==> src/rtl/pipe_skid_reg.sv <==
// Two-entry registered pipeline stage (skid buffer) with a valid/ready handshake.
// in_ready and out_valid are flops, so neither handshake side has a combinational path.
module pipe_skid_reg #(
  parameter int bus = 4
) (
  input  logic           clk,
  input  logic           rst_n,
  input  logic           flush,
  input  logic [bus-1:0] in_data,
  input  logic           in_valid,
  output logic           in_ready,
  output logic [bus-1:0] out_data,
  output logic           out_valid,
  input  logic           out_ready,
  output logic [1:0]     count
);

  typedef enum logic [1:0] {
    EMPTY = 2'd0,
    ONE   = 2'd1,
    TWO   = 2'd2
  } st_e;

  st_e            st;
  logic [bus-1:0] main_q;
  logic [bus-1:0] skid_q;
  logic           acc;
  logic           rel;

  assign acc      = in_valid & in_ready;
  assign rel      = out_valid & out_ready;
  assign out_data = main_q;
  assign count    = st;

  // The state encoding is the occupancy count, so count needs no extra logic.
  always_ff @(posedge clk or negedge rst_n) begin
    if (!rst_n) begin
      st        <= EMPTY;
      main_q    <= '0;
      skid_q    <= '0;
      in_ready  <= 1'b1;
      out_valid <= 1'b0;
    end else if (flush) begin
      // main_q keeps its value; out_data is don't-care once out_valid drops.
      st        <= EMPTY;
      in_ready  <= 1'b1;
      out_valid <= 1'b0;
    end else begin
      case (st)
        EMPTY: begin
          if (acc) begin
            main_q    <= in_data;
            st        <= ONE;
            out_valid <= 1'b1;
          end
        end
        ONE: begin
          if (acc && rel) begin
            main_q <= in_data;
          end else if (acc) begin
            skid_q   <= in_data;
            st       <= TWO;
            in_ready <= 1'b0;
          end else if (rel) begin
            st        <= EMPTY;
            out_valid <= 1'b0;
          end
        end
        TWO: begin
          // in_ready is low here, so only a release can move the state.
          if (rel) begin
            main_q   <= skid_q;
            st       <= ONE;
            in_ready <= 1'b1;
          end
        end
        default: begin
          st        <= EMPTY;
          in_ready  <= 1'b1;
          out_valid <= 1'b0;
        end
      endcase
    end
  end

  a_count_range : assert property (@(posedge clk) disable iff (!rst_n) st != 2'd3);

endmodule

==> config.mk <==
export PLATFORM = sky130hd
export DESIGN_NAME = pipe_skid_reg
export DESIGN_NICKNAME = d
export VERILOG_FILES = /design/src/rtl/pipe_skid_reg.sv
export SDC_FILE = /design/constraint.sdc
export NUM_CORES = 1
export LEC_CHECK = 0
export ABC_CLOCK_PERIOD_IN_PS = 1900
export CORE_MARGIN = 2
export CORE_UTILIZATION = 45
export DETAILED_ROUTE_END_ITERATION = 7
export PLACE_DENSITY = 0.76
export RECOVER_POWER = 100
export SYNTH_ARGS = -nofsm -noshare
export SYNTH_HDL_FRONTEND = slang
export SYNTH_SLANG_ARGS = --single-unit
==> constraint.sdc <==
create_clock -name clk -period 1.9 [get_ports clk]
set_input_delay 0.285 -clock clk [delete_from_list [all_inputs] [get_ports clk]]
set_output_delay 0.285 -clock clk [all_outputs]
set_load 0.02 [all_outputs]
# Yosys cells after proc, flatten, opt, wreduce, memory -nomap -nowiden
# Index checks and enable logic that the tools add are counted.
# classes
addsub	0
mul	0
div_mod_pow	0
magnitude_cmp	0
eq_ne	14
shift	0
muxes	22
n_bitwise	4
reduce_logical	8
# ops
operator	count
inequality test 3 bit (second input constant)	6
two-way mux 2 bit	6
two-way mux 4 bit	3
one-hot mux 4 bit (3 select lines)	1
AND reduction 4 bit	3
inequality test 2 bit (second input constant)	5
AND reduction 5 bit	2
two-way mux 1 bit	9
one-hot mux 1 bit (3 select lines)	2
one-hot mux 2 bit (3 select lines)	1
inequality test 4 bit (second input constant)	1
nonzero test 3 bit	1
AND 1 bit	2
equality test 2 x 1 -> 1 bit (second input constant)	1
equality test 2 bit (second input constant)	1
zero test 2 bit	1
NOT 1 bit	2
logical AND 1 bit	1
# word_totals
register_bits	12
latch_bits	0
mem_bits_rw	0
rom_bits	0
in_bits	9
output_inout_bits	8
wordCells	53
memories	0

# Logic depth before layout (Yosys ltp)
# Gate-level depths: netlist (run 1).
# depth
depth_word	6
mapped_depth	4
depth_no_buf	3

# Least setup slack after synthesis (run 1)
# OpenSTA, ideal clock, no wires.
# synth_path
path_kind	register to register
from	register st[1], in the netlist count[1]
to	register main_q[0], in the netlist out_data[0]
setup_time_ns	0.125
arrival_time_ns	1.465
required_time_ns	1.775
setup_slack_ns	0.310
path_stages_with_launch	5
n_path_buf	1
period_less_slack_ns	1.590
path_cell_list	dfrtp_1 -> nor2b_1 -> clkbuf_1 -> mux2_2 -> mux2_4
# synth_via
elab_chain_len	3
word_cells_on_any_way	9
cone_classes	eq/ne: 5; mux: 1; reduce/logical: 3
# synth_lines
element	line_no	rtl
from (decl)	24	st_e st;
from (signal assigned)	38	st <= EMPTY;
from (signal assigned)	45	st <= EMPTY;
from (signal assigned)	53	st <= ONE;
equality test 2 x 1 -> 1 bit (tied with other cells)	49	case (st)
inequality test 2 bit (no line) or nonzero test 3 bit (tied branches)	--	
AND reduction 5 bit (no line)	--	
to (signal assigned)	52	main_q <= in_data;
to (signal assigned)	59	main_q <= in_data;
to (signal assigned)	72	main_q <= skid_q;
to (decl)	25	logic [bus-1:0] main_q;
# Parallel ways exist; a longest one is shown, timed or not.
# A chain may end at the register's enable or synchronous reset.

# Worst setup path in the final report (run 1)
# layout_path
from	register in_ready
to	output in_ready
# layout_lines
element	line_no	rtl
from (decl)	11	output logic in_ready,
from (signal assigned)	41	in_ready <= 1'b1;
from (signal assigned)	46	in_ready <= 1'b1;
from (signal assigned)	63	in_ready <= 1'b0;
# No word-level cell between the ends.

==> results.py, run 1 <==
metrics = {
    "status": {
        "status": "finished clean",
    },
    "clock_tree": {
        "clockRootBuffer": "clkbuf_4",
        "cts_buffers": 3,
        "clkTransAtPathRegs_ns": 0.07,
        "h-tree-depth": 1,
        "cts_resized": 0,
        "clk_latency_ns": 0.26,
        "ctsHoldBuffers": 0,
        "post_cts_buffers": 0,
        "clkSinkCount": 12,
        "tritoncts": "yes",
        "cts_max_path_buffers": 2,
    },
    "setup_path": {
        "cp_max_fo": 5,
        "crit_required_ns": 1.62,
        "cp-end-kind": "output port",
        "crit_chain": "clkdlybuf4s50_1",
        "cp.arrival_ns": 1.47,
        "critical-path-top-delay-family": "buffers and inverters",
        "critPathSlowestCell": "clkdlybuf4s50_1",
        "reg2reg_to": "out_data[1]",
        "reg2reg_from": "count[1]",
        "rr_worst_depth": 4,
        "reg2reg_slack_ns": 0.28,
        "critPathMaxStageDelay_ns": 0.63,
        "startpoint": "in_ready",
        "start_kind": "register",
        "critPathKind": "reg2out",
        "crit_buf_inv": 1,
    },
    "timing": {
        "relSlewSlack_pct": 64.35,
        "grt_setup_unrepaired": "false",
        "worstMarginPinSlew_ns": 0.5329,
        "min_period_over_period_pct": 92.46,
        "max_freq_mhz": 569.2,
        "fin_skew_ns": 0.002816,
        "fin_crit_ns": 1.757,
        "hold_violations": 0,
        "maxSlewViolCount": 0,
        "report.final.setup_viol": 0,
        "hold_slack_ns": 0.4358,
        "tns_ns": 0,
    },
    "grt": {
        "grt_pass1_vias": 458,
        "overflow": 0,
        "grt_max_degree": 13,
        "grt_pass1_wl_mm": 1.918,
        "antenna_found_initial": 0,
        "grt_usage_pct": 18.35,
    },
    "logic_synthesis": {
        "synth_cells": 48,
        "synth_area_per_cell_um2": 12.77,
        "synth_cell_type_count": 23,
        "yosysWarningCount": 0,
        "synth_top_area_cell": "dfrtp_1",
        "netlist_area_um2": 613.1,
        "ys_seq_area_share_pct": 49.18,
        "synth_nets": 57,
        "ys_ff_latch": 12,
        "yosys-top-cells-area": "dfrtp_1 (45%), mux2_2 (15%), mux2_4 (9.8%)",
        "synth_top_area_share_pct": 44.90,
    },
    "detailed_routing": {
        "antenna_left": 0,
        "wl_per_cell_um": 13.95,
        "dr_total_vias": 460,
        "drt_first_pass_iters": 2,
        "avgViaCountPerCell": 5.412,
        "wl_mm": 1.186,
        "drc": 0,
        "drt_iter0_drc": 2,
    },
    "final_layout": {
        "multi_input_area_um2": 287.8,
        "synthToLayoutAreaGrowth_pct": 36.12,
        "nFillCells": 114,
        "layout.cells.non_filler": 85,
        "drive_above_1_share_pct": 25.71,
        "post-route-util_pct": 64.95,
        "finalNetCount": 80,
        "mostFrequentLayoutCells": "dfrtp_1 (11), dlygate4sd3_1 (9), mux2_2 (8)",
        "final_common_cell": "dfrtp_1",
        "antenna_cells": 0,
        "regArea_um2": 301.5,
    },
    "place": {
        "port_buffers": 16,
        "gp_congestion": 0.6923,
        "dpl.cell_count": 81,
    },
    "die": {
        "dieWidth_um": 40.91,
        "core.rowCount": 13,
        "ios": 17,
        "start_util_pct": 47.71,
        "die_area_mm2": 0.001674,
        "core-area_mm2": 0.001285,
        "die_h_um": 40.91,
    },
    "pwr": {
        "p_per_area_mw_per_mm2": 1177,
        "peakVddDrop_mv": 0.7113,
        "p_leak_nw": 0.3686,
    },
    "job": {
        "drv_cap": 0,
    },
    "min_path": {
        "hold_path.class": "in2async",
    },
}
flip-flops by register name, indices dropped and copies added (netlist names):
name / flops
count: 2
skid_q: 4
out_valid: 1
in_ready: 1
out_data: 4
per-stage QoR:
| stage | power (mW) | worst slack (ns) | area (um^2) |
|---|---|---|---|
| final | 0.9819 | 0.1432 | 834.6 |
| after global routing | 1.051 | 0.07617 | 834.6 |
| after CTS | 1.046 | 0.1661 | 847.1 |
| after detailed placement | 0.8460 | 0.1495 | 810.8 |
| after global placement | 0.8365 | 0.1808 | 810.8 |
| after floorplan | 0.6600 | 0.3098 | 613.1 |
final cells by class:
| type | count | share of cell area [%] |
|---|---|---|
| sequential | 12 | 36.13 |
| multi-input combinational | 33 | 34.48 |
| timing repair buffer | 19 | 21.89 |
| clock buffer | 4 | 4.348 |
| tap | 15 | 2.249 |
| inverter | 2 | 0.8996 |
worst max path at each step:
| stage | to | slack (ns) | cells after the start |
|---|---|---|---|
| floorplan | out_data[0] | 0.31 | 4 |
| global placement | out_data[0] | 0.18 | 4 |
| detailed placement | out_data[1] | 0.15 | 4 |
| CTS | in_ready | 0.17 | 1 |
| global route | in_ready | 0.08 | 1 |
| finish | in_ready | 0.14 | 1 |
synth_stat cells (all sizes together):
cell and number:
dfstp 1, and3b 3, nand4 1, o2111a 1, nand2 2, a21oi 2, a211o 1, nor2 2
a211oi 1, nor2b 1, mux2 12, o21ai 2, a21bo 1, a32o 1, o21a 1, o21bai 1
nand3b 1, clkbuf 1, inv 2, dfrtp 11
layer usage:
| layer | up-vias | GRT usage (%) | wire length [um] | part of all wire, % |
|---|---|---|---|---|
| met5 | - | 0 | 0 | 0 |
| met4 | 0 | 10.00 | 10 | 0.84 |
| met3 | 2 | 4.891 | 56 | 4.7 |
| met2 | 14 | 30.86 | 597 | 50 |
| met1 | 224 | 20.83 | 522 | 44 |
| li1 | 220 | - | - | - |
where the power goes:
part	internal, mW	switching [mW]
sequential	0.355	0.0553
combinational	0.205	0.172
clock	0.116	0.0790
total	0.676	0.306
cells by family (layout without fill, tap and decap cells):
| kind of cell | after synthesis | count (layout) | share of synthesized area [%] |
|---|---|---|---|
| AOI/OAI and AO/OA | 11 | 11 | 13.68 |
| buffers and inverters | 3 | 25 | 1.837 |
| DFF | 12 | 12 | 49.18 |
| muxes | 12 | 12 | 24.49 |
| and+or+nand+nor | 10 | 10 | 10.82 |
(Power assumes the default switching activity.)
==> inputs of run 2 (changes only) <==
==> constraint.sdc (replaced) <==
create_clock -name clk -period 1.9 [get_ports clk]
set_input_delay 0.285 -clock clk [delete_from_list [all_inputs] [get_ports clk]]
set_output_delay 0.285 -clock clk [all_outputs]
set_load 0.01 [all_outputs]
==> run 2 against run 1 <==
Against the previous run: sequential share of layout area up 0.16 points; critical endpoint is now count[1]; critical path depth up 1; cell count unchanged; design area down 0.45%; via count up 0.43%; core utilization down 0.29 points; sequential power about the same.
==> results.py, run 2 (synthesized netlist as in run 1, its figures left out) <==
metrics = {
    "setup_path": {
        "critPathKind": "reg2out",
        "cp_max_fo": 7,
        "start_kind": "register",
        "critical-path-top-delay-family": "buffers and inverters",
        "critPathSlowestCell": "clkdlybuf4s50_1",
        "crit_required_ns": 1.62,
        "crit_buf_inv": 2,
        "crit_chain": "clkbuf_1 > clkdlybuf4s50_1",
        "critPathMaxStageDelay_ns": 0.58,
        "cp.arrival_ns": 1.43,
        "cp-end-kind": "output port",
    },
    "final_layout": {
        "mostFrequentLayoutCells": "dfrtp_1 (11), mux2_2 (8), clkdlybuf4s50_1 (8), dlygate4sd3_1 (8)",
        "synthToLayoutAreaGrowth_pct": 35.51,
        "post-route-util_pct": 64.65,
        "layout.cells.non_filler": 85,
        "drive_above_1_share_pct": 24.29,
        "final_common_cell": "dfrtp_1",
        "nFillCells": 116,
        "finalNetCount": 80,
        "antenna_cells": 0,
    },
    "timing": {
        "fin_crit_ns": 1.711,
        "fin_skew_ns": 0.002816,
        "hold_violations": 0,
        "worstMarginPinSlew_ns": 0.5340,
        "report.final.setup_viol": 0,
        "maxSlewViolCount": 0,
        "max_freq_mhz": 584.5,
        "grt_setup_unrepaired": "false",
        "tns_ns": 0,
        "min_period_over_period_pct": 90.04,
        "layout_setup_ws_ns": 0.1893,
        "relSlewSlack_pct": 64.28,
    },
    "die": {
        "start_util_pct": 47.71,
        "dieWidth_um": 40.91,
        "core.rowCount": 13,
        "ios": 17,
        "die_area_mm2": 0.001674,
        "die_h_um": 40.91,
        "core-area_mm2": 0.001285,
    },
    "clock_tree": {
        "cts_resized": 0,
        "tritoncts": "yes",
        "clkTransAtPathRegs_ns": 0.07,
        "clockRootBuffer": "clkbuf_4",
        "clkSinkCount": 12,
        "cts_buffers": 3,
        "post_cts_buffers": 0,
        "clk_latency_ns": 0.26,
        "cts_max_path_buffers": 2,
        "ctsHoldBuffers": 0,
        "h-tree-depth": 1,
    },
    "status": {
        "status": "finished clean",
    },
    "job": {
        "drv_cap": 0,
    },
    "place": {
        "port_buffers": 16,
        "post-place-ws_ns": 0.1495,
        "gp_congestion": 0.6923,
        "dpl.cell_count": 81,
    },
    "detailed_routing": {
        "drt_iter0_drc": 2,
        "antenna_left": 0,
        "wirelength_met1_um": 522,
        "avgViaCountPerCell": 5.435,
        "wl_per_cell_um": 13.99,
        "routed-wl-met3_um": 56,
        "drt_first_pass_iters": 2,
        "wl_mm": 1.189,
        "highest_layer": "met4",
        "dr_total_vias": 462,
        "wl_met2_um": 600,
        "drc": 0,
    },
    "grt": {
        "grt_pass1_wl_mm": 1.918,
        "grt_pass1_vias": 458,
        "antenna_found_initial": 0,
        "overflow": 0,
        "grt_max_degree": 13,
        "grt_usage_pct": 18.35,
    },
    "pwr": {
        "peakVddDrop_mv": 0.6669,
        "p_leak_nw": 0.3612,
        "p_per_area_mw_per_mm2": 1128,
        "power_mw": 0.9371,
    },
    "min_path": {
        "hold_path.class": "in2async",
    },
}
## run 2: cell types whose count changed in the layout (fill, tap and decap cells not counted), sizes merged
cell	delta
clkbuf	+1
clkdlybuf4s50	+1
buf	-1
dlygate4sd3	-1
## run 2: final timing paths
kind	startpoint	endpoint	slack, ns	cells past startpoint
worst max-delay path	count[1]	count[1]	0.19	2
worst min-delay path	rst_n	skid_q[3]	0.44	1
worst max register to register	count[1]	out_data[1]	0.24	4
worst min register to register	out_data[0]	out_data[0]	0.50	1
max in group asynchronous	rst_n	in_ready	1.10	1
min in group clk	out_data[0]	out_data[0]	0.50	1
## run 2: power by group
part	switching (mW)	internal, mW	total, mW
clock	0.0790	0.116	0.195
combinational	0.128	0.203	0.332
sequential	0.0554	0.355	0.410
## run 2: area by class of cell
cell class	instances	area (um^2)	area share [%]
Tap cell	15	18.77	2.259
Timing Repair Buffer	19	178.9	21.54
Clock buffer	4	36.28	4.367
Inverter	2	7.507	0.9036
Sequential cell	12	301.5	36.30
Multi-Input combinational cell	33	287.8	34.64
## run 2: per-stage QoR
stage                     cell area (um^2)  hold WS (ns)
final                                830.8        0.4363
after floorplan                      613.1      -0.01059
after global routing                 830.8        0.4546
after CTS                            847.1        0.3729
after detailed placement             810.8        0.4938
after global placement               810.8        0.4837
## run 2: layer usage
metal	vias to the layer above	track usage [%]
li1	221	-
met1	225	20.83
met2	14	30.86
met3	2	4.891
met4	0	10.00
met5	-	0
